File: config.mk
export PLATFORM = sky130hd
export DESIGN_NAME = coin_acceptor
export DESIGN_NICKNAME = d
export VERILOG_FILES = /design/src/rtl/coin_acceptor.sv
export SDC_FILE = /design/constraint.sdc
export NUM_CORES = 1
export LEC_CHECK = 0
export BUFFER_PORTS_ARGS = -buffer_cell sky130_fd_sc_hd__clkbuf_2
export CORE_MARGIN = 2
export CORE_UTILIZATION = 42
export CTS_CLUSTER_DIAMETER = 60
export CTS_CLUSTER_SIZE = 14
export DETAILED_ROUTE_END_ITERATION = 16
export SLEW_MARGIN = 20
export SYNTH_ARGS = -nofsm -noshare
export SYNTH_HDL_FRONTEND = slang
export SYNTH_SLANG_ARGS = --single-unit
File: constraint.sdc
create_clock -name clk -period 5.6 [get_ports clk]
set_input_delay 0.56 -clock clk [delete_from_list [all_inputs] [get_ports clk]]
set_output_delay 0.56 -clock clk [all_outputs]
set_load 0.05 [all_outputs]
File: src/rtl/coin_acceptor.sv
// coin_acceptor
//   Front end for the vending FSM. Turns the two bouncy, asynchronous coin
//   sensor lines into clean single-cycle P1/P5 pulses, queued in a small FIFO
//   and separated by a guaranteed idle gap. Simultaneous 1-peso and 5-peso
//   events are reported as a jam and discarded.
//
// Parameters
//   DEB_CYCLES  stable synced cycles before a debounced level changes (1..255)
//   GAP         idle cycles enforced after each output pulse (0..15)
//   QDEPTH      coin FIFO depth, power of 2 (2..16)
//
// Ports
//   clk        sole clock, rising edge
//   rst_n      synchronous active-low reset
//   coin1_raw  asynchronous 1-peso sensor, high while a coin passes
//   coin5_raw  asynchronous 5-peso sensor
//   P1, P5     one-cycle pulse per accepted 1-peso / 5-peso coin
//   jam        one-cycle pulse when both channels produce an event together
//   ovf        one-cycle pulse when an event is dropped on a full FIFO
//   busy       FIFO non-empty or output FSM not idle
//   pending    FIFO occupancy after the current edge
module coin_acceptor #(
  parameter int DEB_CYCLES = 4,
  parameter int GAP        = 2,
  parameter int QDEPTH     = 4
) (
  input  logic                         clk,
  input  logic                         rst_n,
  input  logic                         coin1_raw,
  input  logic                         coin5_raw,
  output logic                         P1,
  output logic                         P5,
  output logic                         jam,
  output logic                         ovf,
  output logic                         busy,
  output logic [$clog2(QDEPTH+1)-1:0]  pending
);

  localparam int              CW       = $clog2(QDEPTH + 1);
  localparam int              PW       = $clog2(QDEPTH);
  localparam logic [7:0]      DEB_LAST = 8'(DEB_CYCLES - 1);
  localparam logic [3:0]      GAP_LAST = 4'((GAP > 0) ? GAP - 1 : 0);
  localparam logic [CW-1:0]   FULL_CNT = CW'(QDEPTH);

  typedef enum logic [1:0] {ST_IDLE, ST_EMIT, ST_GAP} state_t;

  // Channel vectors: bit 0 = 1-peso, bit 1 = 5-peso.
  logic [1:0]    sync1, sync2;
  logic [1:0]    deb, deb_d;
  logic [7:0]    deb_cnt [2];
  logic [1:0]    ev;

  logic          push, pop, full, push_ok;
  logic [PW-1:0] wr_ptr, rd_ptr;
  logic [CW-1:0] count;
  logic          fifo_mem [QDEPTH];   // 0 = 1-peso, 1 = 5-peso

  state_t        state;
  logic [3:0]    gap_cnt;

  // Two-flop synchronizers.
  always_ff @(posedge clk) begin
    if (!rst_n) begin
      sync1 <= '0;
      sync2 <= '0;
    end else begin
      sync1 <= {coin5_raw, coin1_raw};
      sync2 <= sync1;
    end
  end

  // Debounce: deb toggles once the synced level has disagreed with it for
  // DEB_CYCLES consecutive cycles; any agreeing cycle restarts the count.
  always_ff @(posedge clk) begin
    if (!rst_n) begin
      deb   <= '0;
      deb_d <= '0;
      for (int i = 0; i < 2; i++) deb_cnt[i] <= '0;
    end else begin
      deb_d <= deb;
      for (int i = 0; i < 2; i++) begin
        if (sync2[i] != deb[i]) begin
          if (deb_cnt[i] == DEB_LAST) begin
            deb[i]     <= ~deb[i];
            deb_cnt[i] <= '0;
          end else begin
            deb_cnt[i] <= deb_cnt[i] + 8'd1;
          end
        end else begin
          deb_cnt[i] <= '0;
        end
      end
    end
  end

  // Rising edges of the debounced levels are coin events. Exactly one channel
  // is a valid coin; both together is a jam and nothing is queued.
  assign ev      = deb & ~deb_d;
  assign push    = ev[0] ^ ev[1];
  assign full    = (count == FULL_CNT);
  assign pop     = (state == ST_IDLE) && (count != '0);
  assign push_ok = push && (!full || pop);

  // NOTE: FIFO storage is deliberately left out of reset; the pointers and
  // count alone decide which entries are valid.
  always_ff @(posedge clk) begin
    if (push_ok) fifo_mem[wr_ptr] <= ev[1];
  end

  always_ff @(posedge clk) begin
    if (!rst_n) begin
      wr_ptr <= '0;
      rd_ptr <= '0;
      count  <= '0;
      jam    <= 1'b0;
      ovf    <= 1'b0;
    end else begin
      if (push_ok) wr_ptr <= wr_ptr + PW'(1);
      if (pop)     rd_ptr <= rd_ptr + PW'(1);
      count <= count + CW'(push_ok) - CW'(pop);
      jam   <= ev[0] & ev[1];
      ovf   <= push & full & ~pop;
    end
  end

  // Output FSM. The pulse is registered on the pop edge, so P1/P5 are high
  // exactly during the EMIT cycle.
  always_ff @(posedge clk) begin
    if (!rst_n) begin
      state   <= ST_IDLE;
      gap_cnt <= '0;
      P1      <= 1'b0;
      P5      <= 1'b0;
    end else begin
      // NOTE: the default-low assignment is overridden later in the same block;
      // with non-blocking assignments the last one wins, giving a clean pulse.
      P1 <= 1'b0;
      P5 <= 1'b0;
      unique case (state)
        ST_IDLE: begin
          if (pop) begin
            P1    <= ~fifo_mem[rd_ptr];
            P5    <=  fifo_mem[rd_ptr];
            state <= ST_EMIT;
          end
        end
        ST_EMIT: begin
          if (GAP > 0) begin
            state   <= ST_GAP;
            gap_cnt <= GAP_LAST;
          end else begin
            state <= ST_IDLE;
          end
        end
        ST_GAP: begin
          if (gap_cnt == '0) state <= ST_IDLE;
          else               gap_cnt <= gap_cnt - 4'd1;
        end
        default: state <= ST_IDLE;
      endcase
    end
  end

  assign busy    = (count != '0) || (state != ST_IDLE);
  assign pending = count;

endmodule

# Word-level counts from Yosys, hierarchy flattened
# Memory sizes are Yosys's and may differ from the RTL's. A register that Yosys moved wholly into a read port is not among the register bits.
# Cells that the tools add are included.
op_classes:
  addsub: 7
  n_mul: 0
  div_mod_pow: 0
  magnitude_cmp: 0
  n_eq_ne: 10
  n_shift: 0
  n_mux: 38
  n_bitwise: 16
  n_reduce_logical: 15
ops:
  columns: ["operator", "n"]
  rows:
  - ["8-bit two-way mux", 6]
  - ["1-bit two-way mux", 25]
  - ["8-bit by 1-bit adder with 8-bit output, second input constant", 2]
  - ["8-bit by 2-bit equality test with 1-bit output, second input constant", 2]
  - ["2-bit two-way mux", 4]
  - ["4-bit one-hot mux with 2 select lines", 1]
  - ["2-bit AND reduction", 4]
  - ["2-bit inequality test, second input constant", 3]
  - ["1-bit bitwise OR", 6]
  - ["2-bit one-hot mux with 3 select lines", 1]
  - ["2-bit by 1-bit adder with 2-bit output, second input constant", 2]
  - ["4-bit zero test", 1]
  - ["4-bit two-way mux", 1]
  - ["1-bit inverter", 4]
  - ["2-bit nonzero test", 2]
  - ["4-bit by 1-bit subtractor with 4-bit output, second input constant", 1]
  - ["3-bit by 1-bit adder with 3-bit output", 1]
  - ["1-bit bitwise AND", 3]
  - ["3-bit equality test, second input constant", 1]
  - ["3-bit AND reduction", 1]
  - ["3-bit nonzero test", 1]
  - ["3-bit by 1-bit subtractor with 3-bit output", 1]
  - ["2-bit bitwise AND", 1]
  - ["2-bit by 1-bit equality test with 1-bit output, second input constant", 1]
  - ["other kinds (8)", 11]
totals:
  regBits: 25
  latchBits: 0
  ram_bits: 20
  rom_bits: 0
  input_bits: 4
  output_inout_bits: 8
  wordCells: 102
  n_memories: 2
memory_table:
  columns: ["name", "words", "width", "read_ports", "rd_clocked_by_memory_dff", "wr", "line_no", "source"]
  rows:
  - ["deb_cnt", 2, 8, 2, 0, 2, "50", "logic [7:0] deb_cnt [2];"]
  - ["fifo_mem", 4, 1, 1, 1, 1, "56", "logic fifo_mem [QDEPTH];"]

# Longest topological paths before layout
# Gate-level depths: netlist (run 1).
logic_depth:
  depth_word: 8
  mapped_depth: 11
  depth_no_buf: 11

# Least setup slack after synthesis (run 1)
# OpenSTA, ideal clock, no wires.
synth_path:
  path_kind: "register to register"
  startpoint: "reg count[2], in the netlist pending[2]"
  endpoint: "reg count[2], in the netlist pending[2]"
  setup_time_ns: 0.115
  arrival_time_ns: 2.384
  t_required_ns: 5.485
  setup_slack_ns: 3.101
  path_stages_with_launch: 11
  n_path_buf: 0
  synth_period_minus_slack_ns: 2.499
  cell_sequence: "dfxtp_1 -> o21ai_0 -> o31a_1 -> inv_1 -> ha_1 -> inv_1 -> ha_1 -> fa_1 -> xnor2_1 -> xnor2_1 -> and2_1"
synth_via:
  elab_chain_len: 6
  word_cells_on_any_way: 8
  cone_classes: "2 x add/sub; 1 x eq/ne; 5 x reduce/logical"
synth_rtl:
  columns: ["item", "line_no", "source"]
  rows:
  - ["from (decl)", "55", "logic [CW-1:0] count;"]
  - ["from (signal assigned)", "120", "count <= count + CW'(push_ok) - CW'(pop);"]
  - ["3-bit equality test or 3-bit nonzero test (tied branches)", "100, 101", null]
  - ["1-bit zero test or 1-bit logical AND (tied branches)", "102, 101", null]
  - ["1-bit logical OR", "102", "assign push_ok = push && (!full || pop);"]
  - ["1-bit logical AND", "102", null]
  - ["3-bit by 1-bit adder with 3-bit output", "120", null]
  - ["3-bit by 1-bit subtractor with 3-bit output (*)", "120", null]
# Mark *: on every way between the ends. The rest lies on a longest branch, timed or not.
# A chain may end at the register's enable or synchronous reset.

# Worst setup path after layout (run 1)
layout_path:
  startpoint: "reg deb[1]"
  endpoint: "reg count[2], in the netlist pending[2]"
layout_via:
  elab_chain_len: 5
layout_rtl:
  columns: ["item", "line_no", "source"]
  rows:
  - ["from (decl)", "49", "logic [1:0] deb, deb_d;"]
  - ["from (signal, indexed assignment)", "84", "deb[i] <= ~deb[i];"]
  - ["2-bit bitwise AND", "98", "assign ev = deb & ~deb_d;"]
  - ["net ev[1]", "51", "logic [1:0] ev;"]
  - ["1-bit bitwise XOR", "99", "assign push = ev[0] ^ ev[1];"]
  - ["1-bit logical AND", "102", null]
  - ["3-bit by 1-bit adder with 3-bit output", "120", null]
  - ["3-bit by 1-bit subtractor with 3-bit output", "120", null]
# The timed path passes the listed nets, and every way through them passes these cells.

==> metrics.md, run 1 <==
| Metric | Value |
|---|---|
| Status | `complete, no violations` |
| Sequential area share after synthesis | `52.9%` |
| Power share of the clock group | `a little under a quarter` |
| Antenna viol nets, final | `0` |
| Post-synth EDFFs | `20` |
| Largest stage delay on the critical path | `0.37 ns` |
| Clock Sinks | `47` |
| CP arrival | `approximately 2.8 ns` |
| Dpl cell area | `2340 sq um` |
| Fillers | `between 500 and 600` |
| Peak VDD IR | `0.240 mV` |
| Setup bufs post-CTS | `0` |
| Warning count from the yosys run | `0` |
| Cts bufs inserted | `5` |
| IO buf count | `11` |
| Share of the synthesized area in the top cell type | `27.8%` |
| NumNets Final | `247` |
| CTS tree | `yes` |
| Flops & latches, synth | `47` |
| Post-layout minimum cycle time | `2.60 ns` |
| CP max-delay cell | `dfxtp_1` |
| Met2 usage | `20.8%` |
| Internal power | `587 uW` |
| Most numerous cell in the Yosys netlist | `dfxtp_1` |
| Design area | `~2400 sq um` |
| Worst slew margin | `between 50 and 60%` |
| Synth-to-layout area growth | `12.9%` |
| DR vias | `1417` |
| Fin. max-slew vios | `0` |
| Cell area after technology mapping | `between 2000 and 2500 sq um` |
| DR DRC count | `0` |
| Drt wl/cell | `11.0 um` |
| Top FF cell, synth | `dfxtp_1` |
| Clock Root Buffer | `clkbuf_8` |
| Cell taking the most area after synthesis | `edfxtp_1` |
| Cts hold-fix bufs | `0` |
| Leading cell types by total area after synthesis | `edfxtp_1 (28%), dfxtp_1 (25%), ha_1 (5.8%)` |
| Met1 usage | `roughly 17%` |
| DR vias/cell | `about 4.7` |
| Max Freq | `a little under 400 MHz` |
| Final GP Congestion | `approximately 0.75` |
| Fraction of registers with async set/reset | `0%` |
| Die area | `5730 sq um` |
| Startpoint types | `register` |
| Worst Tran Pin Value | `0.632 ns` |
| H-tree Lvls | `2` |
| Antenna diodes | `0` |
| Multi-input logic area | `1010 sq um` |
| WP data required | `between 5 and 6 ns` |
| Synth Area per Inst | `10.6 sq um` |
| Leak | `0.000928 uW` |
| Kind of end point of the critical path | `register` |
| Pin count of the biggest net entering global routing | `25` |
| Comb pwr share | `27.3%` |
| Fin Setup TNS | `0 ns` |
| Commonest cells in the netlist | `dfxtp_1 (27), edfxtp_1 (20), and2_1 (16)` |
| Dpl hpwl | `2.42 mm` |
| Sequential share of power | `48.7%` |
| First-pass GRT wire length | `5.67 mm` |
| Clock latency on the worst-skew pair | `around 0.3 ns` |
| CP Cell Sequence | `nor2b_1 > ha_1 > o31a_1 > inv_1 > ha_1 > inv_1 > ha_1 > fa_1 > xnor2_1 > xnor2_1 > and2_1` |
| Die W | `75.7 um` |
| Total net switching power | `294 uW` |
| DRT Wirelength | `3.33 mm` |
| Most used cell, CP | `ha_1` |
| TritonRoute pass-1 iters | `4` |
| Overflow after GRT | `0` |
| IO Pins | `12` |
| Clk pin slew, worst setup/hold paths | `roughly 0.090 ns` |
| Crit share post-route | `a little under half` |
| Initial core utilization | `42.8%` |
| Worst hold path class | `register to register` |
| Kind of critical path | `register to register` |
| Total power | `881 uW` |
| Max Cap Violations | `0` |
| Final setup skew | `between 0.007 and 0.008 ns` |
| Initial antenna violation count | `0` |
| RSZ-0062 raised after global routing | `false` |
| Final hold vios | `0` |
| Resized cells post-CTS | `0` |
| Power Density | `361 nW/um^2` |
| GRT met3 Usage | `approximately 4.0%` |
| Worst hold slack | `0.441 ns` |
| Storage cell area | `around 1100 sq um` |
| Layout cell share with drive strength beyond 1 | `10.7%` |
| CORE AREA | `just over 5000 sq um` |
| Cell Rows | `26` |
| Distinct cells, synth | `36` |
| CP Max Fanout | `7` |
| Finished Core Util | `roughly half` |
| DR iter-0 viols | `53` |
| All-Layer GR Usage | `13.3%` |
| Vias in the first global route | `1279` |
| Busiest grt layer | `met2` |
| Setup-failing EPs final | `0` |
| Die height | `around 76 um` |
| Switch share | `about 33%` |
| Synth Instances | `203` |
| Clk buf depth | `2` |
-- layer usage --
layer	up-vias	share of wire [%]
met1	648	50
met2	12	46
met3	4	2.6
li1	753	-
met4	0	1.4
met5	-	0
-- cell usage in the layout (no fill, tap or decap), drive strengths merged, types with 7 or more instances in the layout --
cell	n
nor2	9
nand3	8
o21ai	9
and2	16
nand2	11
edfxtp	20
inv	13
a21oi	8
nor3	7
conb	16
or3	9
xor2	7
dfxtp	27
clkbuf	18
ha	10
-- worst max-delay path, delay by kind of cell (launching register included) --
family | cells | cell delay (ns)
adder cells (fa/ha/maj) | 4 | 1.04
AND/OR/NAND/NOR | 2 | 0.45
flip-flops | 1 | 0.37
AO/OA/AOI/OAI | 1 | 0.26
XOR/XNOR | 2 | 0.26
buffers and inverters | 2 | 0.12
-- layout make-up --
cell class | count | share of cell area [%]
Sequential cell | 47 | 46.8
Multi-Input combinational cell | 154 | 41.4
Tap cell | 70 | 3.59
Clock buffer | 7 | 3.54
Timing Repair Buffer | 11 | 2.26
Inverter | 13 | 2.00
Clock inverter | 1 | 0.359
-- through the flow --
stage | setup slack [ns] | cells
6_report | 3.00 | 303
5_1_grt | 2.75 | 303
3_3_place_gp | 3.07 | 295
2_1_floorplan | 3.10 | 218
3_5_place_dp | 2.99 | 295
4_1_cts | 2.97 | 303
-- power groups by stage --
| stage | Combinational, uW | Clock [uW] | Sequential, uW |
|---|---|---|---|
| floorplan | 162 | 0 | 471 |
| global placement | 242 | 0 | 436 |
| detailed placement | 242 | 0 | 438 |
| CTS | 243 | 225 | 429 |
| global route | 274 | 235 | 436 |
| finish | 240 | 211 | 429 |
-- registers in the layout (all words and copies together), names as in the netlist, 3 cells and up, named ones only --
| register | count |
|---|---|
| fifo_mem | 4 |
| deb_cnt | 16 |
| pending | 3 |
| gap_cnt | 4 |
-- cells by family (layout without fill, tap and decap cells) --
family	after synthesis	count (layout)	synth area share, %
and+or+nand+nor	81	81	21.1
buffers and inverters	17	32	2.96
DFF	47	47	52.9
AOI/OAI and AO/OA	31	31	9.28
xor gates and xnor gates	11	11	4.46
other	1	16	0.174
adders and majority gates	11	11	6.72
muxes	4	4	2.43
-- path summary, 6_finish.rpt --
path	slack (ns)	cells past startpoint	start	to
setup / recovery	3.00	11	deb[1]	pending[2]
hold / removal	0.44	1	sync1[0]	sync2[0]
setup reg to reg	3.00	11	deb[1]	pending[2]
hold reg to reg	0.44	1	sync1[0]	sync2[0]
Power figures use the tool's default switching activity.
==> run 2: changes to the inputs <==
clock period = 2.1 ns   (was 5.6 ns; I/O delays follow)
==> metrics.md, run 2 (same netlist as run 1, synthesis figures left out) <==
| Metric | Value |
|---|---|
| Status | `finished, violations left` |
| Failing checks | `negative setup slack` |
| Worst hold path class | `input port to register` |
| Synth-to-layout area growth | `18.2%` |
| Max Cap Violations | `0 (unchanged)` |
| Startpoint types | `register` |
| Reg with most FFs | `deb_cnt` |
| Initial antenna violation count | `0 (unchanged)` |
| Dpl hpwl | `2.45 mm (+1.3%)` |
| Power share of the clock group | `21.3% (-2.7 points)` |
| Pin count of the biggest net entering global routing | `25 (unchanged)` |
| CP arrival | `2.40 ns (-0.40 ns)` |
| Setup-failing EPs final | `1 (+1)` |
| Most common cell after layout, fill and taps aside | `dfxtp_1` |
| Cell Rows | `26 (unchanged)` |
| Kind of critical path | `register to register` |
| Clock Sinks | `47 (unchanged)` |
| Clk buf depth | `2 (unchanged)` |
| Sequential share of power | `47.4% (-1.3 points)` |
| Cts hold-fix bufs | `0 (unchanged)` |
| Fin. max-slew vios | `0 (unchanged)` |
| NumNets Final | `257 (+4.0%)` |
| TritonRoute pass-1 iters | `4 (unchanged)` |
| Switch share | `33.2% (-0.16 points)` |
| Clk pin slew, worst setup/hold paths | `0.09 ns (about the same)` |
| Layout cell share with drive strength beyond 1 | `18.5% (+7.8 points)` |
| Overflow after GRT | `0 (unchanged)` |
| DR iter-0 viols | `102 (+92%)` |
| Die area | `5730 sq um (unchanged)` |
| IO Pins | `12 (unchanged)` |
| Peak VDD IR | `0.840 mV (+250%)` |
| WP data required | `2.28 ns (-3.52 ns)` |
| Drt wl/cell | `10.8 um (-1.7%)` |
| Kind of end point of the critical path | `register` |
| RSZ-0062 raised after global routing | `true` |
| IO buf count | `11 (unchanged)` |
| Cts bufs inserted | `5 (unchanged)` |
| Max Freq | `450 MHz (+17%)` |
| Clock latency on the worst-skew pair | `0.29 ns (about the same)` |
| Post-layout minimum cycle time | `2.22 ns (-0.380 ns)` |
| CORE AREA | `5040 sq um (unchanged)` |
| Fillers | `475 (-5.9%)` |
| All-Layer GR Usage | `13.5% (+0.22 points)` |
| Vias in the first global route | `1342 (+4.9%)` |
| Internal power | `1610 uW (+170%)` |
| DR vias | `1462 (+3.2%)` |
| Antenna diodes | `0 (unchanged)` |
| DR vias/cell | `4.67 (-0.12%)` |
| Clock Root Buffer | `clkbuf_8` |
| Final GP Congestion | `0.733 (-1.8%)` |
| Final hold vios | `0 (unchanged)` |
| CTS tree | `yes` |
| Leak | `0.000977 uW (+5.4%)` |
| DRT Wirelength | `3.38 mm (+1.5%)` |
| H-tree Lvls | `2 (unchanged)` |
| Final setup skew | `0.00947 ns (+0.00247 ns)` |
| Initial core utilization | `42.8% (unchanged)` |
| Total net switching power | `800 uW (+170%)` |
| Number of flip-flops in the largest register | `16 (unchanged)` |
| Most frequent cells in the layout | `dfxtp_1 (23), edfxtp_1 (20), and2_1 (16), conb_1 (16), inv_1 (13)` |
| Die height | `75.7 um (unchanged)` |
| CP Max Fanout | `2 (-5)` |
| First-pass GRT wire length | `5.93 mm (+4.6%)` |
| Fin Setup TNS | `-0.120 ns (-0.120 ns)` |
| Crit share post-route | `106% (+59 points)` |
| Comb pwr share | `31.3% (+4.0 points)` |
| Power Density | `944 nW/um^2 (+160%)` |
| Antenna viol nets, final | `0 (unchanged)` |
| Die W | `75.7 um (unchanged)` |
| DR DRC count | `0 (unchanged)` |
| Final worst setup slack | `-0.120 ns (-3.12 ns)` |
| Finished Core Util | `50.6% (+2.3 points)` |
| Biggest regs | `deb_cnt x16, fifo_mem x4, gap_cnt x4` |
| Resized cells post-CTS | `0 (unchanged)` |
==> run 2: changes by cell type in the layout (fill, tap and decap cells not counted), sizes merged <==
cell / previous run / this run
buf: 0 / 10
==> run 2: cell type report <==
cell class              instances  area, sq um  share of cell area [%]
clock inverters                 1         5.00                   0.196
clock buffers                   7         76.3                    2.99
well taps                      70         87.6                    3.43
repair buffers                 21          130                    5.10
multi-input cells             154         1050                    41.3
inverters                      13         48.8                    1.91
flip-flops and latches         47         1150                    45.0
==> run 2: worst paths after layout <==
check	startpoint	endpoint	slack [ns]	cells past startpoint
worst max register to register	deb[1]	pending[2]	-0.12	11
worst min register to register	sync1[0]	sync2[0]	0.45	1
worst max-delay path	deb[1]	pending[2]	-0.12	11
worst min-delay path	coin1_raw	sync1[0]	0.12	2
==> run 2: metrics by stage <==
stage / instance area [sq um] / std cells / total power, uW / setup slack, ns / hold slack [ns]
after floorplan: 2270 / 218 / 1740 / -0.221 / 0.337
after global placement: 2450 / 303 / 1910 / -0.107 / 0.414
after detailed placement: 2450 / 303 / 1920 / -0.126 / 0.422
after CTS: 2550 / 313 / 2440 / -0.119 / 0.113
after global routing: 2550 / 313 / 2560 / -0.251 / 0.123
final: 2550 / 313 / 2410 / -0.120 / 0.123
==> run 2: power groups by stage <==
stage	sequential (uW)	clock, uW	combinational, uW
floorplan	1270	0	466
global placement	1160	0	752
detailed placement	1160	0	755
CTS	1140	535	761
global route	1160	567	841
finish	1140	513	755
==> run 2: metal layers <==
layer  up-vias  wire length, um  track usage, %
met4         0               51            5.46
met3         6               97            3.31
met5         -                0               0
li1        772                -               -
met1       670             1720            18.2
met2        14             1510            20.9
==> run 2: what timing repair did <==
| item | CTS | global route |
|---|---|---|
| setup buffers | 2 | 0 |
| setup endpoints to repair | 1 | 2 |
| pin swaps | 5 | 0 |
==> run 2: worst max-delay path, stage by stage (launching register included) <==
cell and delay [ns]:
dfxtp_2 0.32, nor2b_4 0.13, ha_4 0.25, o31a_1 0.14, inv_1 0.05, ha_1 0.27
inv_1 0.04, ha_2 0.16, fa_2 0.35, xnor2_2 0.14, xnor2_1 0.12, and2_1 0.14
